File: src/rtl/lockstep_pkg.sv
// lockstep_pkg -- shared definitions for the lockstep comparator.
//   state_e     : comparator FSM state encoding (IDLE/WARMUP/MONITOR/FAULT)
//   DEF_*       : parameter defaults used by lockstep_compare
//   ch_idx_w()  : width of a channel index, never less than one bit
package lockstep_pkg;

    typedef enum logic [1:0] {
        ST_IDLE    = 2'd0,
        ST_WARMUP  = 2'd1,
        ST_MONITOR = 2'd2,
        ST_FAULT   = 2'd3
    } state_e;

    localparam int DEF_WIDTH    = 8;
    localparam int DEF_CHANNELS = 4;
    localparam int DEF_DELAY    = 0;
    localparam int DEF_THRESH   = 1;
    localparam int DEF_CNT_W    = 8;

    function automatic int ch_idx_w(input int channels);
        return (channels > 1) ? $clog2(channels) : 1;
    endfunction

endpackage

File: src/rtl/lockstep_delay.sv
// lockstep_delay -- alignment pipeline for the reference (a) side.
// Ports:
//   clk_i   : clock, rising edge
//   rst_i   : asynchronous reset, active-low (clears every stage)
//   flush_i : synchronous flush, zeroes every stage so no stale data survives
//   d_i     : W-bit input word
//   q_o     : d_i delayed by exactly DELAY clocks (combinational pass-through when DELAY=0)
module lockstep_delay #(
    parameter int W     = 32,
    parameter int DELAY = 0
) (
    input  logic         clk_i,
    input  logic         rst_i,
    input  logic         flush_i,
    input  logic [W-1:0] d_i,
    output logic [W-1:0] q_o
);

    generate
        if (DELAY == 0) begin : g_bypass
            // No stages: clock, reset and flush have nothing to act on.
            logic unused_bypass;
            assign unused_bypass = clk_i ^ rst_i ^ flush_i;
            assign q_o = d_i;
        end else begin : g_pipe
            logic [DELAY-1:0][W-1:0] stage_reg;

            always_ff @(posedge clk_i or negedge rst_i) begin
                if (!rst_i) begin
                    stage_reg <= '0;
                end else if (flush_i) begin
                    stage_reg <= '0;
                end else begin
                    stage_reg[0] <= d_i;
                    for (int i = 1; i < DELAY; i++) begin
                        stage_reg[i] <= stage_reg[i-1];
                    end
                end
            end

            assign q_o = stage_reg[DELAY-1];
        end
    endgenerate

endmodule

File: src/rtl/lockstep_compare.sv
// lockstep_compare -- compares CHANNELS pairs of WIDTH-bit lockstep outputs.
// The a-side (reference) is aligned through DELAY register stages; b is used
// as-is. Comparison runs only in MONITOR/FAULT; a mismatching cycle bumps a
// saturating error counter, and reaching THRESH enters FAULT and raises a
// sticky alarm. The first mismatch since reset/clear is captured.
// Ports:
//   clk_i        : clock, rising edge
//   rst_i        : asynchronous reset, active-low
//   en_i         : comparison enable (0 returns the FSM to IDLE)
//   clr_i        : synchronous clear of counter, capture and fault
//   mask_i       : per-channel compare enable (1 = compared)
//   a_i, b_i     : packed channel data, channel k at [k*WIDTH +: WIDTH]
//   mismatch_o   : any unmasked channel differed in the previous compare cycle
//   err_cnt_o    : number of mismatching compare cycles (saturating)
//   fault_o      : sticky threshold alarm
//   first_vld_o  : capture registers hold a valid first mismatch
//   first_ch_o   : lowest mismatching channel of the first mismatch
//   first_a_o/b_o: aligned a and b values of that channel
//   state_o      : current FSM state
module lockstep_compare
    import lockstep_pkg::*;
#(
    parameter int WIDTH    = DEF_WIDTH,
    parameter int CHANNELS = DEF_CHANNELS,
    parameter int DELAY    = DEF_DELAY,
    parameter int THRESH   = DEF_THRESH,
    parameter int CNT_W    = DEF_CNT_W
) (
    input  logic                          clk_i,
    input  logic                          rst_i,
    input  logic                          en_i,
    input  logic                          clr_i,
    input  logic [CHANNELS-1:0]           mask_i,
    input  logic [CHANNELS*WIDTH-1:0]     a_i,
    input  logic [CHANNELS*WIDTH-1:0]     b_i,
    output logic                          mismatch_o,
    output logic [CNT_W-1:0]              err_cnt_o,
    output logic                          fault_o,
    output logic                          first_vld_o,
    output logic [ch_idx_w(CHANNELS)-1:0] first_ch_o,
    output logic [WIDTH-1:0]              first_a_o,
    output logic [WIDTH-1:0]              first_b_o,
    output logic [1:0]                    state_o
);

    localparam int               CH_W        = ch_idx_w(CHANNELS);
    localparam logic [CNT_W-1:0] CNT_MAX     = '1;
    localparam logic [CNT_W-1:0] THRESH_V    = CNT_W'(THRESH);
    // WARMUP lasts DELAY cycles (at least one), counted 0..WARM_LAST.
    localparam logic [2:0]       WARM_LAST_V = 3'((DELAY > 0) ? DELAY - 1 : 0);

    // ---------------------------------------------------------------
    // a-side alignment; flushed whenever comparison is (re)started so
    // values from before a clear or disable are never compared.
    // ---------------------------------------------------------------
    logic                      flush;
    logic [CHANNELS*WIDTH-1:0] a_al;

    assign flush = clr_i | ~en_i;

    lockstep_delay #(
        .W     (CHANNELS * WIDTH),
        .DELAY (DELAY)
    ) u_delay (
        .clk_i   (clk_i),
        .rst_i   (rst_i),
        .flush_i (flush),
        .d_i     (a_i),
        .q_o     (a_al)
    );

    // ---------------------------------------------------------------
    // Per-channel compare
    // ---------------------------------------------------------------
    logic [CHANNELS-1:0] ch_mis;

    generate
        for (genvar gi = 0; gi < CHANNELS; gi++) begin : g_ch
            assign ch_mis[gi] = mask_i[gi] &
                                (a_al[gi*WIDTH +: WIDTH] != b_i[gi*WIDTH +: WIDTH]);
        end
    endgenerate

    // Lowest-indexed mismatching channel: scan downward so the last hit wins.
    logic [CH_W-1:0]  hit_ch;
    logic [WIDTH-1:0] hit_a;
    logic [WIDTH-1:0] hit_b;

    always_comb begin
        hit_ch = '0;
        hit_a  = '0;
        hit_b  = '0;
        for (int k = CHANNELS - 1; k >= 0; k--) begin
            if (ch_mis[k]) begin
                hit_ch = CH_W'(k);
                hit_a  = a_al[k*WIDTH +: WIDTH];
                hit_b  = b_i[k*WIDTH +: WIDTH];
            end
        end
    end

    // ---------------------------------------------------------------
    // State registers
    // ---------------------------------------------------------------
    state_e           state_reg;
    logic [2:0]       warm_reg;
    logic             mis_reg;
    logic [CNT_W-1:0] cnt_reg;
    logic [CNT_W-1:0] cnt_next;
    logic             fault_reg;
    logic             vld_reg;
    logic [CH_W-1:0]  ch_reg;
    logic [WIDTH-1:0] fa_reg;
    logic [WIDTH-1:0] fb_reg;
    logic             cmp_active;
    logic             mis_hit;

    // A clear in the same cycle wins over a mismatch, so it suppresses compare.
    always_comb begin
        cmp_active = en_i && !clr_i &&
                     (state_reg == ST_MONITOR || state_reg == ST_FAULT);
        mis_hit    = cmp_active && (|ch_mis);
        cnt_next   = cnt_reg;
        if (clr_i) begin
            cnt_next = '0;
        end else if (mis_hit && cnt_reg != CNT_MAX) begin
            cnt_next = cnt_reg + CNT_W'(1);
        end
    end

    always_ff @(posedge clk_i or negedge rst_i) begin
        if (!rst_i) begin
            state_reg <= ST_IDLE;
            warm_reg  <= '0;
            mis_reg   <= 1'b0;
            cnt_reg   <= '0;
            fault_reg <= 1'b0;
            vld_reg   <= 1'b0;
            ch_reg    <= '0;
            fa_reg    <= '0;
            fb_reg    <= '0;
        end else begin
            mis_reg <= mis_hit;
            cnt_reg <= cnt_next;

            // First-mismatch capture
            if (clr_i) begin
                vld_reg <= 1'b0;
                ch_reg  <= '0;
                fa_reg  <= '0;
                fb_reg  <= '0;
            end else if (mis_hit && !vld_reg) begin
                vld_reg <= 1'b1;
                ch_reg  <= hit_ch;
                fa_reg  <= hit_a;
                fb_reg  <= hit_b;
            end

            // FSM; the fault alarm is only released by clear or reset.
            if (clr_i) begin
                fault_reg <= 1'b0;
            end

            if (!en_i) begin
                state_reg <= ST_IDLE;
                warm_reg  <= '0;
            end else if (clr_i) begin
                state_reg <= ST_WARMUP;
                warm_reg  <= '0;
            end else begin
                unique case (state_reg)
                    ST_IDLE: begin
                        state_reg <= ST_WARMUP;
                        warm_reg  <= '0;
                    end
                    ST_WARMUP: begin
                        if (warm_reg == WARM_LAST_V) begin
                            state_reg <= ST_MONITOR;
                        end else begin
                            warm_reg <= warm_reg + 3'd1;
                        end
                    end
                    ST_MONITOR: begin
                        // Use the post-increment count so FAULT and the alarm
                        // appear on the same edge the count reaches THRESH.
                        if (cnt_next >= THRESH_V) begin
                            state_reg <= ST_FAULT;
                            fault_reg <= 1'b1;
                        end
                    end
                    ST_FAULT: begin
                        state_reg <= ST_FAULT;
                    end
                    default: begin
                        state_reg <= ST_IDLE;
                    end
                endcase
            end
        end
    end

    assign mismatch_o  = mis_reg;
    assign err_cnt_o   = cnt_reg;
    assign fault_o     = fault_reg;
    assign first_vld_o = vld_reg;
    assign first_ch_o  = ch_reg;
    assign first_a_o   = fa_reg;
    assign first_b_o   = fb_reg;
    assign state_o     = state_reg;

endmodule

File: config.mk
export PLATFORM = sky130hd
export DESIGN_NAME = lockstep_compare
export DESIGN_NICKNAME = d
export VERILOG_FILES = /design/src/rtl/lockstep_pkg.sv /design/src/rtl/lockstep_delay.sv /design/src/rtl/lockstep_compare.sv
export SDC_FILE = /design/constraint.sdc
export NUM_CORES = 1
export LEC_CHECK = 0
export CAP_MARGIN = 10
export CORE_ASPECT_RATIO = 1.1
export CORE_MARGIN = 3
export CORE_UTILIZATION = 28
export DETAILED_ROUTE_END_ITERATION = 7
export GPL_TIMING_DRIVEN = 0
export PLACE_DENSITY = 0.55
export REMOVE_ABC_BUFFERS = 1
export SLEW_MARGIN = 20
export SYNTH_ARGS = -nofsm -noshare
export SYNTH_HDL_FRONTEND = slang
export SYNTH_HIERARCHICAL = 1
export SYNTH_SLANG_ARGS = --single-unit
File: constraint.sdc
create_clock -name clk_i -period 3.9 [get_ports clk_i]
set_input_delay 0.585 -clock clk_i [delete_from_list [all_inputs] [get_ports clk_i]]
set_output_delay 0.585 -clock clk_i [all_outputs]
set_load 0.01 [all_outputs]
Word-level counts from Yosys, hierarchy flattened
Index checks and enable logic that the tools add are counted.
{ "classes": {"eq_ne": 12, "addsub": 2, "reduce_logical": 14, "n_lt_le_gt_ge": 1, "bitwise_logic": 4, "n_mux": 36} }
{ "ops": {"columns": ["cell", "count"], "rows": [
  ["8-bit two-way mux", 14],
  ["8-bit != test", 4],
  ["2-bit two-way mux", 10],
  ["3-bit two-way mux", 3],
  ["8-bit by 1-bit adder with 8-bit output, second input constant", 1],
  ["8-bit by 1-bit >= comparator with 1-bit output, second input constant", 1],
  ["4-bit != test, second input constant", 2],
  ["8-bit != test, second input constant", 1],
  ["2-bit case mux with 4 select lines", 1],
  ["1-bit two-way mux", 7],
  ["3-bit case mux with 2 select lines", 1],
  ["1-bit logical AND", 5],
  ["1-bit AND", 4],
  ["2-bit == test, second input constant", 2],
  ["4-bit by 1-bit != test with 1-bit output, second input constant", 1],
  ["4-bit by 3-bit != test with 1-bit output, second input constant", 1],
  ["2-bit AND reduction", 2],
  ["4-bit OR reduction", 1],
  ["3-bit by 1-bit adder with 3-bit output, second input constant", 1],
  ["3-bit logical NOT", 1],
  ["2-bit by 1-bit == test with 1-bit output, second input constant", 1],
  ["1-bit logical NOT", 2],
  ["2-bit logical NOT", 1],
  ["2-bit nonzero test", 1],
  ["1-bit logical OR", 1]
]} }
{ "totals": {"reg_bits": 34, "elab_cells": 78, "in_bits": 72} }

Longest topological paths before layout
{ "logic_depth": {"depth_word": 12, "mapped_depth": 11, "ltp_nobuf": 9} }

Hierarchy
Netlist, hierarchy kept.
{ "modules_own_cells": {"columns": ["mod", "cells_per_inst", "instances", "area_per_inst_um2", "seq_area_each_um2"], "rows": [
  ["lockstep_compare", 287, 1, 2617.5, 850.8],
  ["lockstep_delay", 32, 1, 240.2, 0.0]
]} }

Worst setup path before layout
Ideal clock, no wire load.
{ "synth_path": {"kind": "input to register", "startpoint": "input port a_i[2]", "endpoint": "register fault_reg, in the netlist fault_o", "arrival_time_ns": 2.224, "cell_stages": 10, "setup_slack_ns": 1.538, "required_time_ns": 3.762, "setup_time_ns": 0.138, "cell_sequence": "buf_4 -> xnor2_1 -> nand4_1 -> o21a_1 -> buf_6 -> nor4_4 -> or3_1 -> a21oi_2 -> nor4_2 -> o32ai_2"} }
{ "synth_via": {"elab_chain_cells": 12} }
{ "synth_lines": {"columns": ["item", "line_no", "rtl"], "rows": [
  ["start: declaration", "lockstep_compare.sv:34", "input logic [CHANNELS*WIDTH-1:0] a_i,"],
  ["8-bit != test", "lockstep_compare.sv:80", "(a_al[gi*WIDTH +: WIDTH] != b_i[gi*WIDTH +: WIDTH]);"],
  ["1-bit AND", "lockstep_compare.sv:79", "assign ch_mis[gi] = mask_i[gi] &"],
  ["4-bit OR reduction", "lockstep_compare.sv:122", "mis_hit = cmp_active && (|ch_mis);"],
  ["1-bit logical AND", "lockstep_compare.sv:122", null],
  ["1-bit logical AND", "lockstep_compare.sv:126", "end else if (mis_hit && cnt_reg != CNT_MAX) begin"],
  ["8-bit two-way mux", "lockstep_compare.sv:126", null],
  ["8-bit two-way mux", "lockstep_compare.sv:124", "if (clr_i) begin"],
  ["net cnt_next[4]", "lockstep_compare.sv:109", "logic [CNT_W-1:0] cnt_next;"],
  ["8-bit by 1-bit >= comparator with 1-bit output", "lockstep_compare.sv:186", "if (cnt_next >= THRESH_V) begin"],
  ["1-bit two-way mux", "lockstep_compare.sv:186", null],
  ["1-bit two-way mux", "lockstep_compare.sv:171", "unique case (state_reg)"],
  ["1-bit two-way mux", "lockstep_compare.sv:167", "end else if (clr_i) begin"],
  ["1-bit two-way mux", "lockstep_compare.sv:164", "if (!en_i) begin"],
  ["end signal: assignment", "lockstep_compare.sv:137", "fault_reg <= 1'b0;"],
  ["end signal: assignment", "lockstep_compare.sv:161", "fault_reg <= 1'b0;"],
  ["end signal: assignment", "lockstep_compare.sv:188", "fault_reg <= 1'b1;"],
  ["end: declaration", "lockstep_compare.sv:110", "logic fault_reg;"]
]} }
The timed path passes the listed nets, and every way through them passes these cells.
A chain may end at the register's enable or synchronous reset.

Final worst setup path
{ "layout_path": {"startpoint": "input port b_i[18]", "endpoint": "register fault_reg, in the netlist fault_o"} }
{ "layout_via": {"elab_chain_cells": 12} }
{ "layout_lines": {"columns": ["item", "line_no", "rtl"], "rows": [
  ["start: declaration", "lockstep_compare.sv:35", "input logic [CHANNELS*WIDTH-1:0] b_i,"],
  ["8-bit != test", "lockstep_compare.sv:80", null],
  ["1-bit AND", "lockstep_compare.sv:79", null],
  ["4-bit OR reduction", "lockstep_compare.sv:122", null],
  ["1-bit logical AND", "lockstep_compare.sv:122", null],
  ["1-bit logical AND", "lockstep_compare.sv:126", null],
  ["8-bit two-way mux", "lockstep_compare.sv:126", null],
  ["8-bit two-way mux", "lockstep_compare.sv:124", null],
  ["net cnt_next[4]", "lockstep_compare.sv:109", null],
  ["8-bit by 1-bit >= comparator with 1-bit output", "lockstep_compare.sv:186", null],
  ["1-bit two-way mux", "lockstep_compare.sv:186", null],
  ["1-bit two-way mux", "lockstep_compare.sv:171", null],
  ["1-bit two-way mux", "lockstep_compare.sv:167", null],
  ["1-bit two-way mux", "lockstep_compare.sv:164", null]
]} }
The timed path passes the listed nets, and every way through them passes these cells.

==> results.md <==
- Status: finished, final reports clean
- Initial antenna violation count: 0
- PortBufs: slightly above 100
- Most used flip-flop cell after synthesis: dfrtp_1
- Row Count: 38
- Fillers: just under 1k
- Top layer in use: met4
- Max Slew Vio Count: 0
- Routed wl met2: 4.18 mm
- Remaining DRCs: 0
- GRT Overall Usage: 0.151
- Endpoints failing setup: 0
- Fin nets: 455
- Post-Syn Instances: around 320
- Fin area: about 4000 um^2
- Layout cells sized above 1: 0.0604
- EDFF count, synth: 0
- Placed Instances: 493
- Mapped Area: about 2900 um^2
- Post-Layout Cell Count: 501
- Post-synth top area cell: dfrtp_1
- Post-synth top cells: dfrtp_1 (34), buf_4 (33), xnor2_1 (33)
- Largest net degree at the start of global routing: 37
- Async set-reset flop share out of synthesis: 1.00
- Worst-margin pin slew: 0.917 ns
- Crit end category: flop
- CTS clock-pin slew for the worst setup and hold paths: 0.08 ns
- Vias in the first global route: approximately 2.6k
- Power Total: about 1.0 mW
- Unrepaired setup endpoints after global routing: false
- Via count: between 2k and 3k
- Initial core utilization: 0.289
- M1 WL: around 3.9 mm
- ANT nets after route: 0
- Yosys reg bits: 34
- Worst EP required: 4.05 ns
- Root buffer cell: clkbuf_8
- Register Area: 851 um^2
- Max-cap viol count: 0
- Fmax: about 0.32 GHz
- Bufs on Longest Clock Path: 2
- Die span in x: between 100 and 150 um
- Area of the multi-input gates: 1670 um^2
- Clock skew: around 0.0024 ns
- TritonCTS clock tree: built
- LEAKAGE: ~1.5 nW
- Syn avg cell area: roughly 9.0 um^2
- Die area: 11,500 um^2
- Post-CTS setup buffers: 0
- Final Hold Slack: 0.236 ns
- Inserted Clock Buffers: 5
- Worst hold path type: primary input to async pin
- Initial DRT Pass Iterations: 4
- Avg WL per Cell: 17.3 um
- Hold buffers post-CTS: 0
- H-tree lvl count: 2
- Antenna cells: 0
- Number of DRC markers in iteration 0: 57
- Dpl hpwl: between 6 and 7 mm
- Unique masters post-synth: 44
- PostCTS Resize Cnt: 0
- Critical Path Start Type: primary input
- Worst-Skew Late Latency: 0.30 ns
- YS warnings: 6
- Area growth syn-to-layout: 36.6%
- Core area: ~10000 um^2
- Sequential fraction of the synthesis area: 0.298
- RD Place Congestion: roughly 0.75
- Critical path arrival: 3.24 ns
- Most common cell in the synthesized netlist: dfrtp_1
- First-pass GRT wire length: ~13 mm
- Final Hold Fails: 0
- Slew headroom: 0.389
- Kind of critical path: primary input to flop
- Boundary Pins: 103
- Total wire length: 8.68 mm
- Die Ht: 112 um
- VDD IR max: 0.135 mV
- CP max FO: 20
- Power Density: roughly 270 nW/um^2
- Placed cell areas: 3760 um^2
- Crit share post-route: 0.794
- Gr ovfl total: 0
- Routed length on met3: around 500 um
- Final Util: 0.395
- Synth top area share: 0.298
- Post-layout min period: just over 3 ns
- Synth top area cells: dfrtp_1 (30%), xnor2_1 (10%), buf_4 (8.7%)
- Clk sinks: 34
- Post-DR vias/cell: about 5
[stage by stage]
stage	TNS, ns	setup slack (ns)
floorplan	0	0.367
global placement	-29.54	-1.44
detailed placement	0	0.453
CTS	0	0.770
global route	0	0.651
finish	0	0.803
[power by group]
| part | internal [mW] | switching, mW |
|---|---|---|
| Combinational | 0.141 | 0.113 |
| Sequential | 0.358 | 0.00621 |
| Clock | 0.273 | 0.146 |
[critical path: stages]
cell and delay, ns:
clkdlybuf4s50_1 0.45, xnor2_1 0.23, nand4_1 0.16, o21a_1 0.54, nor4_4 0.49, or3_1 0.18
a21oi_2 0.06, nor4_2 0.42, o32ai_2 0.12
[cell families (layout without fill, tap and decap cells)]
| family | Yosys count | after routing | synth area share |
|---|---|---|---|
| fa+ha+maj | 3 | 3 | 0.0131 |
| mux | 20 | 20 | 0.0705 |
| buf+inv | 58 | 120 | 0.125 |
| compound gates | 83 | 83 | 0.209 |
| simple gates | 88 | 88 | 0.184 |
| flops | 34 | 34 | 0.298 |
| xor+xnor | 33 | 33 | 0.101 |
[final timing paths]
path / start / to / slack (ns) / cells past startpoint
setup / recovery: b_i[18] / fault_o / 0.80 / 9
hold / removal: rst_i / first_a_o[5] / 0.24 / 1
setup reg to reg: err_cnt_o[0] / fault_o / 1.48 / 9
hold reg to reg: first_vld_o / first_vld_o / 0.52 / 2
max in group asynchronous: rst_i / err_cnt_o[4] / 3.20 / 2
min in group clk_i: first_vld_o / first_vld_o / 0.52 / 2
[final cells by class]
class	count	area share
inverter	8	0.00769
clock buffer	6	0.0211
tap	120	0.0384
sequential	34	0.218
multi-input combinational	227	0.426
timing repair buffer	104	0.273
clock inverter	2	0.0154
[placed cells by master, fill, tap and decap left out, types with 3 or more instances in the layout]
master	count
nor2_1	12
and3_1	5
xnor2_1	33
nand3b_1	20
nor2b_1	4
a22o_1	17
o21a_1	19
mux2i_1	19
clkbuf_8	6
or3_1	3
dfrtp_1	34
inv_1	8
o21ai_1	12
ha_1	3
nand4_1	9
a21oi_1	5
nand3_1	8
clkdlybuf4s50_1	100
nand2_1	17
o21ai_0	12
[metal layers]
| layer | up-vias | GRT usage |
|---|---|---|
| li1 | 1237 | - |
| met1 | 1185 | 0.195 |
| met2 | 73 | 0.253 |
| met3 | 13 | 0.0326 |
| met4 | 0 | 0.0411 |
| met5 | - | 0 |
Power figures use the tool's default switching activity.
